[config.mk]
export PLATFORM = sky130hd
export DESIGN_NAME = branch_redirect_ctrl
export DESIGN_NICKNAME = d
export VERILOG_FILES = /design/src/rtl/branch_redirect_ctrl.sv
export SDC_FILE = /design/constraint.sdc
export NUM_CORES = 1
export LEC_CHECK = 0
export BUFFER_PORTS_ARGS = -buffer_cell sky130_fd_sc_hd__buf_4
export CAP_MARGIN = 20
export CORE_MARGIN = 5
export CORE_UTILIZATION = 47
export DETAILED_ROUTE_END_ITERATION = 12
export PLACE_DENSITY_LB_ADDON = 0.2
export SYNTH_ARGS = -nofsm -noshare
export SYNTH_HDL_FRONTEND = slang
export SYNTH_SLANG_ARGS = --single-unit
[constraint.sdc]
create_clock -name i_clk -period 3.9 [get_ports i_clk]
set_input_delay 0.585 -clock i_clk [delete_from_list [all_inputs] [get_ports i_clk]]
set_output_delay 0.585 -clock i_clk [all_outputs]
set_load 0.1 [all_outputs]
[src/rtl/branch_redirect_ctrl.sv]
// Next-PC selection and pipeline redirect control for the 5-stage pipeline.
// Latency: control outputs are combinational; counters and stall_err update on the clock edge.
// Backpressure: stall_req freezes PC and IF/ID and inserts an ID/EX bubble; a taken branch overrides it.
module branch_redirect_ctrl #(
    parameter logic [31:0] RESET_PC  = 32'h00000000,
    parameter int          CNT_W     = 16,
    parameter int          MAX_STALL = 8
) (
    input  logic             i_clk,
    input  logic             i_reset,
    input  logic [31:0]      i_pc_plus4,
    input  logic             i_branch_ex,
    input  logic             i_branch_taken,
    input  logic [31:0]      i_branch_target,
    input  logic             i_jump_id,
    input  logic [31:0]      i_jump_target,
    input  logic             i_stall_req,
    output logic [31:0]      o_next_pc,
    output logic             o_pc_write,
    output logic             o_ifid_write,
    output logic             o_ifid_flush,
    output logic             o_idex_flush,
    output logic [CNT_W-1:0] o_branch_cnt,
    output logic [CNT_W-1:0] o_taken_cnt,
    output logic             o_stall_err
);

    localparam int SW = $clog2(MAX_STALL + 1);

    typedef enum logic [1:0] {
        RUN      = 2'd0,
        SHADOW_B = 2'd1,
        SHADOW_J = 2'd2
    } state_t;

    state_t           r_state;
    state_t           w_state_nxt;
    logic             w_branch_ok;
    logic             w_taken;
    logic             w_jump_ok;
    logic [CNT_W-1:0] r_branch_cnt;
    logic [CNT_W-1:0] r_taken_cnt;
    logic [SW-1:0]    r_stall_run;
    logic             r_stall_err;

    // A branch resolving in the slot right after a taken branch was squashed, so it is ignored.
    // A jump in either shadow cycle came from a flushed fetch slot.
    assign w_branch_ok = i_branch_ex && (r_state != SHADOW_B);
    assign w_taken     = w_branch_ok && i_branch_taken;
    assign w_jump_ok   = i_jump_id && (r_state == RUN);

    // State register.
    always_ff @(posedge i_clk or posedge i_reset) begin
        if (i_reset) begin
            r_state <= RUN;
        end else begin
            r_state <= w_state_nxt;
        end
    end

    // Event priority: taken branch, then stall (jump held in ID), then jump, then sequential fetch.
    always_comb begin
        w_state_nxt  = RUN;
        o_next_pc    = i_pc_plus4;
        o_pc_write   = 1'b1;
        o_ifid_write = 1'b1;
        o_ifid_flush = 1'b0;
        o_idex_flush = 1'b0;
        if (i_reset) begin
            o_next_pc    = RESET_PC;
            o_pc_write   = 1'b0;
            o_ifid_write = 1'b0;
            o_ifid_flush = 1'b1;
            o_idex_flush = 1'b1;
        end else if (w_taken) begin
            o_next_pc    = i_branch_target;
            o_ifid_flush = 1'b1;
            o_idex_flush = 1'b1;
            w_state_nxt  = SHADOW_B;
        end else if (i_stall_req) begin
            o_pc_write   = 1'b0;
            o_ifid_write = 1'b0;
            o_idex_flush = 1'b1;
        end else if (w_jump_ok) begin
            o_next_pc    = i_jump_target;
            o_ifid_flush = 1'b1;
            w_state_nxt  = SHADOW_J;
        end
    end

    // Saturating counts of honoured branches and of honoured taken branches.
    always_ff @(posedge i_clk or posedge i_reset) begin
        if (i_reset) begin
            r_branch_cnt <= '0;
            r_taken_cnt  <= '0;
        end else begin
            if (w_branch_ok && (r_branch_cnt != {CNT_W{1'b1}})) begin
                r_branch_cnt <= r_branch_cnt + CNT_W'(1);
            end
            if (w_taken && (r_taken_cnt != {CNT_W{1'b1}})) begin
                r_taken_cnt <= r_taken_cnt + CNT_W'(1);
            end
        end
    end

    // Stall watchdog: run length of consecutive stall requests; flag is sticky until reset.
    always_ff @(posedge i_clk or posedge i_reset) begin
        if (i_reset) begin
            r_stall_run <= '0;
            r_stall_err <= 1'b0;
        end else if (i_stall_req) begin
            if (r_stall_run != SW'(MAX_STALL)) begin
                r_stall_run <= r_stall_run + SW'(1);
            end
            if (r_stall_run == SW'(MAX_STALL - 1)) begin
                r_stall_err <= 1'b1;
            end
        end else begin
            r_stall_run <= '0;
        end
    end

    assign o_branch_cnt = r_branch_cnt;
    assign o_taken_cnt  = r_taken_cnt;
    assign o_stall_err  = r_stall_err;

endmodule

==> results.yml, run 1 <==
synth:
  yosysSeqAreaShare: 0.355
  ys_types: 42
  yosys-top-cells-count: "dfrtp_1 (39), nor2_1 (35), mux2i_1 (33), a211oi_1 (32), xor2_1 (29)"
  yosys.area.top_type: "dfrtp_1"
  synthArstFlopShare: 1.00
  yosysTopAreaCellShare: 0.355
  synth_area_um2: 2750
  synth_cells: 289
  synth_most_common_cell: "dfrtp_1"
  yosys-top-cells-area: "dfrtp_1 (35%), mux2i_1 (12%), xor2_1 (9.2%)"
  synthesis.nets: 395
  yosys_warnings: 0
  synth_flop_cell: "dfrtp_1"
  syn_area_per_cell_um2: 9.52
  synth_edf_count: 0
  synth_seq_cells: 39
global_routing:
  grtUsageTotal: 0.239
  first_global_vias: 2806
  global_route.overflow_total: 0
  grt_max_degree: 68
  grt_pass1_wl_um: 14300
  antenna_found_initial: 0
critical_path:
  crit_required_ps: 3310
  r2r_slack_ps: 1600
  critPathSlowestCell: "buf_4"
  critPathTopFamily: "buffers and inverters"
  reg2reg_depth: 5
  crit_fanout: 32
  cp.arrival_ps: 2380
  critPathCapture: "o_next_pc[3]"
  setup.worst_path.end_class: "output pin"
  path_class: "input pin to output pin"
  critPathLaunch: "i_stall_req"
  cpMostUsedCell: "buf_4"
  worstSetupStartpointType: "input pin"
  r2r-end: "o_taken_cnt[8]$_DFFE_PP0P_"
  timing.rr.start: "r_state[1]$_DFF_PP0_"
  crit_path_cell_trace: "buf_4 > nor4b_2 > buf_4 > mux2i_1 > a211oi_2 > buf_4"
  path_depth: 6
  crit_path_max_incr_delay_ps: 520
  critPathBufInv: 3
placement:
  post-dp-hpwl_um: 7300
  portBuffers: 170
  post_dp_cell_area_um2: 4230
  dpl_worst_slack_ps: 919
  gp_congestion: 0.933
routing:
  viasPerCell: 5.42
  wl_per_cell_um: 17.7
  vias: 2848
  ant_nets: 0
  finalWirelength_um: 9280
  drt_pass1_iterations: 4
  drc: 0
  drt_iter0_markers: 103
timing:
  slew_violations: 0
  final_hold_viol_count: 0
  rsz0062_at_grt: "false"
  layout_min_cycle_time_ps: 2960
  period_share: 0.759
  final.setup_skew_ps: 5.39
  slew_headroom: 0.396
  finalWorstSetupSlack_ps: 939
  worstMarginPinSlew_ps: 907
  fin_setup_tns_ps: 0
  max_freq_mhz: 338
  setup_viol: 0
power:
  powerDensity_nw_per_um2: 460
  p_leak_uw: 0.00216
  p_sw_uw: 1100
  ir_worst_vdd_v: 0.000650
  p_clk_frac: 0.131
  pwr-share-seq: 0.286
  swShare: 0.554
  comb_power_share: 0.583
  intPower_uw: 884
clocking:
  clockRootBuffer: "clkbuf_8"
  hold_buffers: 0
  cts_setup_buffers: 0
  cts-resized-gates: 0
  cts.sinks: 39
  cts_max_level: 2
  cts_buffer_depth: 2
  cts_buffers: 5
  cts_tree: "built"
  clk_latency_ps: 290
  clk_pin_slew_ps: 70
cells_and_area:
  fillers: 413
  antenna_cells: 0
  multiInputGateArea_um2: 1840
  nNetsFinal: 558
  final_layout_size_suffix_gt1_frac: 0.503
  fin_area_um2: 4320
  final_core_util: 0.770
  area_growth_syn_to_layout_pct: 56.8
  ff_latch_area_um2: 976
floorplanning:
  die_x_um: 86.5
  die_y_um: 86.5
  pin_count: 171
  core_um2: 5610
  initial_core_util: 0.491
  num_rows: 27
  dieArea_um2: 7480
outcome:
  outcome: "complete, no violations"
worst_hold_path:
  hold_path.class: "flip-flop to flip-flop"
run:
  maxCapViolations: 0
==> layout by cell type, fill, tap and decap left out, types with 5 or more instances in the layout <==
master,Yosys,routed
nand4_1,6,6
clkbuf_8,0,5
nand3_1,13,12
dfrtp_1,39,39
nand2_1,13,13
nor2_1,35,35
nor4_1,12,12
mux2i_1,33,33
a211oi_2,0,32
buf_4,3,174
nor3_1,10,10
xor2_1,29,29
==> per-layer routing <==
metal | vias up | GRT usage | share of wire
li1 | 1388 | - | -
met1 | 1329 | 0.290 | 0.39
met2 | 119 | 0.424 | 0.52
met3 | 12 | 0.0551 | 0.077
met4 | 0 | 0.0595 | 0.017
met5 | - | 0 | 0
==> state kept, by name, summed over array words and instances (netlist names) <==
name          flops
o_taken_cnt      16
o_branch_cnt     16
r_state           2
o_stall_err       1
r_stall_run       4
==> logic make-up (layout without fill, tap and decap cells) <==
| kind of cell | Yosys count | in the layout | share of synthesized area |
|---|---|---|---|
| buffers and inverters | 22 | 186 | 0.0405 |
| AO/OA/AOI/OAI | 35 | 35 | 0.0955 |
| flip-flops | 39 | 39 | 0.355 |
| AND/OR/NAND/NOR | 122 | 122 | 0.260 |
| adder cells (fa/ha/maj) | 4 | 4 | 0.0182 |
| multiplexers | 36 | 36 | 0.132 |
| XOR/XNOR | 31 | 31 | 0.0987 |
==> worst min path at each step <==
stage	cells past startpoint	slack, ps	endpoint	startpoint
after floorplan	1	560	o_stall_err$_DFFE_PP0P_	r_stall_run[2]$_DFFE_PP0P_
after global placement	1	470	o_stall_err$_DFFE_PP0P_	o_stall_err$_DFFE_PP0P_
after detailed placement	1	470	o_stall_err$_DFFE_PP0P_	o_stall_err$_DFFE_PP0P_
after CTS	1	490	o_stall_err$_DFFE_PP0P_	o_stall_err$_DFFE_PP0P_
after global routing	1	510	o_stall_err$_DFFE_PP0P_	o_stall_err$_DFFE_PP0P_
final	1	480	o_stall_err$_DFFE_PP0P_	o_stall_err$_DFFE_PP0P_
==> stage by stage <==
stage | power (uW) | std cells | hold WS [ps]
2_1_floorplan | 1440 | 289 | 555
3_3_place_gp | 1720 | 517 | 468
3_5_place_dp | 1740 | 517 | 470
4_1_cts | 2010 | 525 | 488
5_1_grt | 2080 | 525 | 515
6_report | 1990 | 525 | 483
==> power groups by stage <==
stage               sequential, uW  combinational [uW]  clock (uW)
global route                   581                1200         292
detailed placement             574                1160           0
finish                         568                1160         261
floorplan                     1010                 433           0
global placement               571                1150           0
CTS                            568                1160         273
==> area by class of cell <==
type	count	area share
inverter	4	0.00348
tap	72	0.0209
clock inverter	2	0.00290
clock buffer	6	0.0168
timing repair buffer	174	0.303
multi-input combinational	228	0.427
sequential	39	0.226
No activity file was read; power rests on OpenSTA's default activity.
==> run 2: changes to the inputs <==
CORE_UTILIZATION = 44   (was 47)
clock period = 2.8 ns   (was 3.9 ns; I/O delays follow)
==> run 2 against run 1 <==
Compared with the run above: critical path type is now flip-flop to output pin; clock power up 83%; sequential share of layout area shrank 1.4 points; global-route usage down 1.5 points; hold slack worse by 61 ps; critical path depth decreased by 1.
==> results.yml, run 2 (synthesis gave the netlist of run 1 again) <==
outcome:
  outcome: "complete, no violations"
critical_path:
  path_class: "flip-flop to output pin"
  setup.worst_path.end_class: "output pin"
  worstSetupStartpointType: "flip-flop"
  crit_required_ps: 2380
  cp.arrival_ps: 2120
  crit_fanout: 34
floorplanning:
  core_um2: 5990
  initial_core_util: 0.459
  pin_count: 171
  die_y_um: 89.1
  dieArea_um2: 7930
  die_x_um: 89.1
  num_rows: 28
placement:
  post_dp_cell_area_um2: 4490
  portBuffers: 170
  post-dp-hpwl_um: 7320
  gp_congestion: 0.804
routing:
  drt_iter0_markers: 83
  wl_per_cell_um: 17.4
  viasPerCell: 5.45
  drt_pass1_iterations: 5
  ant_nets: 0
  vias: 2887
  finalWirelength_um: 9200
  drc: 0
clocking:
  cts_max_level: 2
  clk_latency_ps: 290
  cts-resized-gates: 0
  clk_pin_slew_ps: 80
  cts_buffers: 5
  cts_setup_buffers: 0
  cts.sinks: 39
  clockRootBuffer: "clkbuf_8"
  hold_buffers: 0
  cts_buffer_depth: 2
  cts_tree: "built"
power:
  powerDensity_nw_per_um2: 641
  ir_worst_vdd_v: 0.000744
  p_leak_uw: 0.00221
cells_and_area:
  nNetsFinal: 560
  final_layout_size_suffix_gt1_frac: 0.510
  area_growth_syn_to_layout_pct: 67.1
  fillers: 424
  layout_commonest_cell: "buf_4"
  mostFrequentLayoutCells: "buf_4 (173), dfrtp_1 (39), nor2_1 (35)"
  fin_area_um2: 4600
  antenna_cells: 0
timing:
  setup_viol: 0
  slew_violations: 0
  max_freq_mhz: 393
  final_hold_viol_count: 0
  holdWs_ps: 422
  worstMarginPinSlew_ps: 721
  layout_min_cycle_time_ps: 2540
  rsz0062_at_grt: "false"
  final.setup_skew_ps: 4.28
  period_share: 0.908
  slew_headroom: 0.519
global_routing:
  grt_pass1_wl_um: 14000
  grtUsageTotal: 0.224
  antenna_found_initial: 0
  grt_max_degree: 40
  first_global_vias: 2906
  global_route.overflow_total: 0
worst_hold_path:
  hold_path.class: "input pin to flip-flop"
run:
  maxCapViolations: 0
## run 2: cell types whose count changed in the layout (fill, tap and decap cells not counted)
cell,delta
buf_12,+3
a211oi_2,-25
a211oi_4,+25
clkinv_4,+1
a21oi_1,-1
buf_4,-1
clkinvlp_4,-1
clkbuf_1,-1
bufinv_16,+1
a21oi_4,+1
## run 2: routing by layer
metal,GRT usage,vias up,part of all wire
li1,-,1367,-
met1,0.280,1383,0.38
met2,0.378,119,0.51
met3,0.0700,18,0.088
met4,0.0528,0,0.018
met5,0,-,0
## run 2: per-stage QoR
step | setup slack, ps | util | total power (uW) | std cells | TNS, ps
3_5_place_dp | 359 | 0.749 | 2490 | 522 | 0
2_1_floorplan | -144 | - | 2060 | 289 | -403
4_1_cts | 230 | 0.768 | 2970 | 530 | 0
3_3_place_gp | 385 | 0.749 | 2460 | 522 | 0
5_1_grt | 176 | 0.768 | 3060 | 530 | 0
6_report | 258 | 0.768 | 2950 | 530 | 0
## run 2: path summary, 6_finish.rpt
| path | from | to | slack (ps) | cells past startpoint |
|---|---|---|---|---|
| setup / recovery | r_state[1]$_DFF_PP0_ | o_next_pc[8] | 260 | 5 |
| hold / removal | i_stall_req | r_stall_run[0]$_DFFE_PP0P_ | 420 | 2 |
| setup reg to reg | o_taken_cnt[0]$_DFFE_PP0P_ | o_taken_cnt[1]$_DFFE_PP0P_ | 900 | 5 |
| hold reg to reg | o_stall_err$_DFFE_PP0P_ | o_stall_err$_DFFE_PP0P_ | 490 | 1 |
| max in group asynchronous | i_reset | o_taken_cnt[14]$_DFFE_PP0P_ | 1870 | 3 |
| min in group asynchronous | i_reset | r_state[1]$_DFF_PP0_ | 590 | 3 |
## run 2: cell type report
| type | instances | area, um^2 | area share |
|---|---|---|---|
| Inverter | 4 | 15.0 | 0.00327 |
| Multi-Input combinational cell | 228 | 2040 | 0.444 |
| Tap cell | 75 | 93.8 | 0.0204 |
| Clock inverter | 3 | 43.8 | 0.00952 |
| Timing Repair Buffer | 176 | 1360 | 0.296 |
| Sequential cell | 39 | 976 | 0.212 |
| Clock buffer | 5 | 68.8 | 0.0150 |
## run 2: critical path: stages (launching register included)
cell      delay, ps
dfrtp_1         400
nor4b_2         350
buf_12          280
mux2i_1         170
a211oi_4        260
buf_4           320
## run 2: report_power, final
part / switching, uW / leakage, uW / internal [uW]
logic: 1240 / 0.00163 / 431
registers: 144 / 0.000520 / 655
clock network: 212 / 0.0000581 / 265
total: 1600 / 0.00221 / 1350
==> run 3: changes to the inputs <==
CORE_MARGIN = 10   (was 5)
==> run 3 against run 2 <==
Compared with the run above: count of clock-buffer cells in the layout did not move; non-clock buffer count down 2; clock skew is essentially flat; hold slack hardly changed; wire length up 6.5%; core utilization decreased by 0.94 points; combinational power about the same; via count down 2.8%; final cell count is 0.38% lower; worst setup slack got worse by 17 ps; fmax is 0.65% lower; final area is 1.2% lower.
==> results.yml, run 3 (synthesis gave the netlist of run 1 again) <==
clocking:
  hold_buffers: 0
  clockRootBuffer: "clkbuf_8"
  cts_buffer_depth: 2
  cts.sinks: 39
  clk_pin_slew_ps: 80
  cts_tree: "built"
  cts_setup_buffers: 0
  cts_max_level: 2
  cts_buffers: 5
  cts-resized-gates: 0
  clk_latency_ps: 290
critical_path:
  crit_fanout: 34
  critPathSlowestCell: "dfrtp_1"
  setup.worst_path.end_class: "output pin"
  worstSetupStartpointType: "flip-flop"
  path_class: "flip-flop to output pin"
  crit_path_cell_trace: "nor4b_2 > buf_12 > mux2i_1 > a211oi_4 > buf_4"
  critPathBufInv: 2
  critPathTopFamily: "buffers and inverters"
  cp.arrival_ps: 2140
  crit_required_ps: 2380
  crit_path_max_incr_delay_ps: 390
timing:
  final.setup_skew_ps: 4.38
  final_hold_viol_count: 0
  max_freq_mhz: 391
  slew_headroom: 0.495
  finalWorstSetupSlack_ps: 241
  fin_setup_tns_ps: 0
  worstMarginPinSlew_ps: 757
  period_share: 0.914
  rsz0062_at_grt: "false"
  setup_viol: 0
  slew_violations: 0
  holdWs_ps: 422
  layout_min_cycle_time_ps: 2560
routing:
  drt_pass1_iterations: 7
  finalWirelength_um: 9800
  wl_per_cell_um: 18.6
  ant_nets: 0
  vias: 2807
  drc: 0
  drt_iter0_markers: 89
  viasPerCell: 5.32
floorplanning:
  dieArea_um2: 9820
  num_rows: 28
  die_x_um: 99.1
  initial_core_util: 0.459
  die_y_um: 99.1
  pin_count: 171
  core_um2: 5990
power:
  ir_worst_vdd_v: 0.000772
  powerDensity_nw_per_um2: 625
  p_leak_uw: 0.00219
global_routing:
  global_route.overflow_total: 0
  grtUsageMet2: 0.340
  first_global_vias: 3006
  grtUsageTotal: 0.189
  grt_max_degree: 76
  antenna_found_initial: 0
  grt.busiest_layer: "met2"
  use_met3: 0.0810
  grt_util_met1: 0.202
  grt_pass1_wl_um: 15300
placement:
  portBuffers: 170
  post_dp_cell_area_um2: 4460
  dpl_worst_slack_ps: 331
  post-dp-hpwl_um: 7850
  gp_congestion: 0.813
cells_and_area:
  layout_commonest_cell: "buf_4"
  fin_area_um2: 4540
  final_core_util: 0.758
  area_growth_syn_to_layout_pct: 65.1
  mostFrequentLayoutCells: "buf_4 (172), dfrtp_1 (39), nor2_1 (35)"
  final_layout_size_suffix_gt1_frac: 0.508
  nNetsFinal: 558
  antenna_cells: 0
run:
  maxCapViolations: 0
outcome:
  outcome: "complete, no violations"
worst_hold_path:
  hold_path.class: "input pin to flip-flop"
run 3: cell types whose count changed in the layout (fill, tap and decap cells not counted), sizes merged:
cell    previous run  this run
buf              176       174
bufinv             1         0
clkinv             2         3
run 3: routing by layer:
layer / part of all wire / wire [um] / vias up
met3: 0.089 / 870 / 9
met2: 0.52 / 5120 / 107
met4: 0.013 / 130 / 0
met1: 0.38 / 3680 / 1330
li1: - / - / 1361
met5: 0 / 0 / -
run 3: cell type report:
cell class | count | area (um^2)
Clock buffer | 5 | 68.8
Clock inverter | 3 | 15.0
Sequential cell | 39 | 976
Multi-Input combinational cell | 228 | 2040
Timing Repair Buffer | 174 | 1330
Fill cell | 408 | 1450
Tap cell | 75 | 93.8
Inverter | 4 | 15.0
run 3: final timing paths:
| path | slack [ps] | startpoint | endpoint | cells after the start |
|---|---|---|---|---|
| setup / recovery | 240 | r_state[1]$_DFF_PP0_ | o_next_pc[14] | 5 |
| hold / removal | 420 | i_stall_req | r_stall_run[3]$_DFFE_PP0P_ | 2 |
| setup reg to reg | 930 | o_taken_cnt[0]$_DFFE_PP0P_ | o_taken_cnt[1]$_DFFE_PP0P_ | 5 |
| hold reg to reg | 480 | o_stall_err$_DFFE_PP0P_ | o_stall_err$_DFFE_PP0P_ | 1 |
| max in group asynchronous | 1860 | i_reset | o_taken_cnt[13]$_DFFE_PP0P_ | 3 |
| min in group asynchronous | 600 | i_reset | o_taken_cnt[3]$_DFFE_PP0P_ | 3 |
run 3: metrics by stage:
stage / total power [uW] / cells
after floorplan: 2060 / 289
after global placement: 2460 / 520
after detailed placement: 2480 / 520
after CTS: 2860 / 528
after global routing: 2960 / 528
final: 2840 / 528
run 3: where the power goes:
group	switching [uW]	internal, uW	total, uW
registers	142	655	797
logic	1240	427	1670
clock network	199	170	369
total	1580	1250	2840
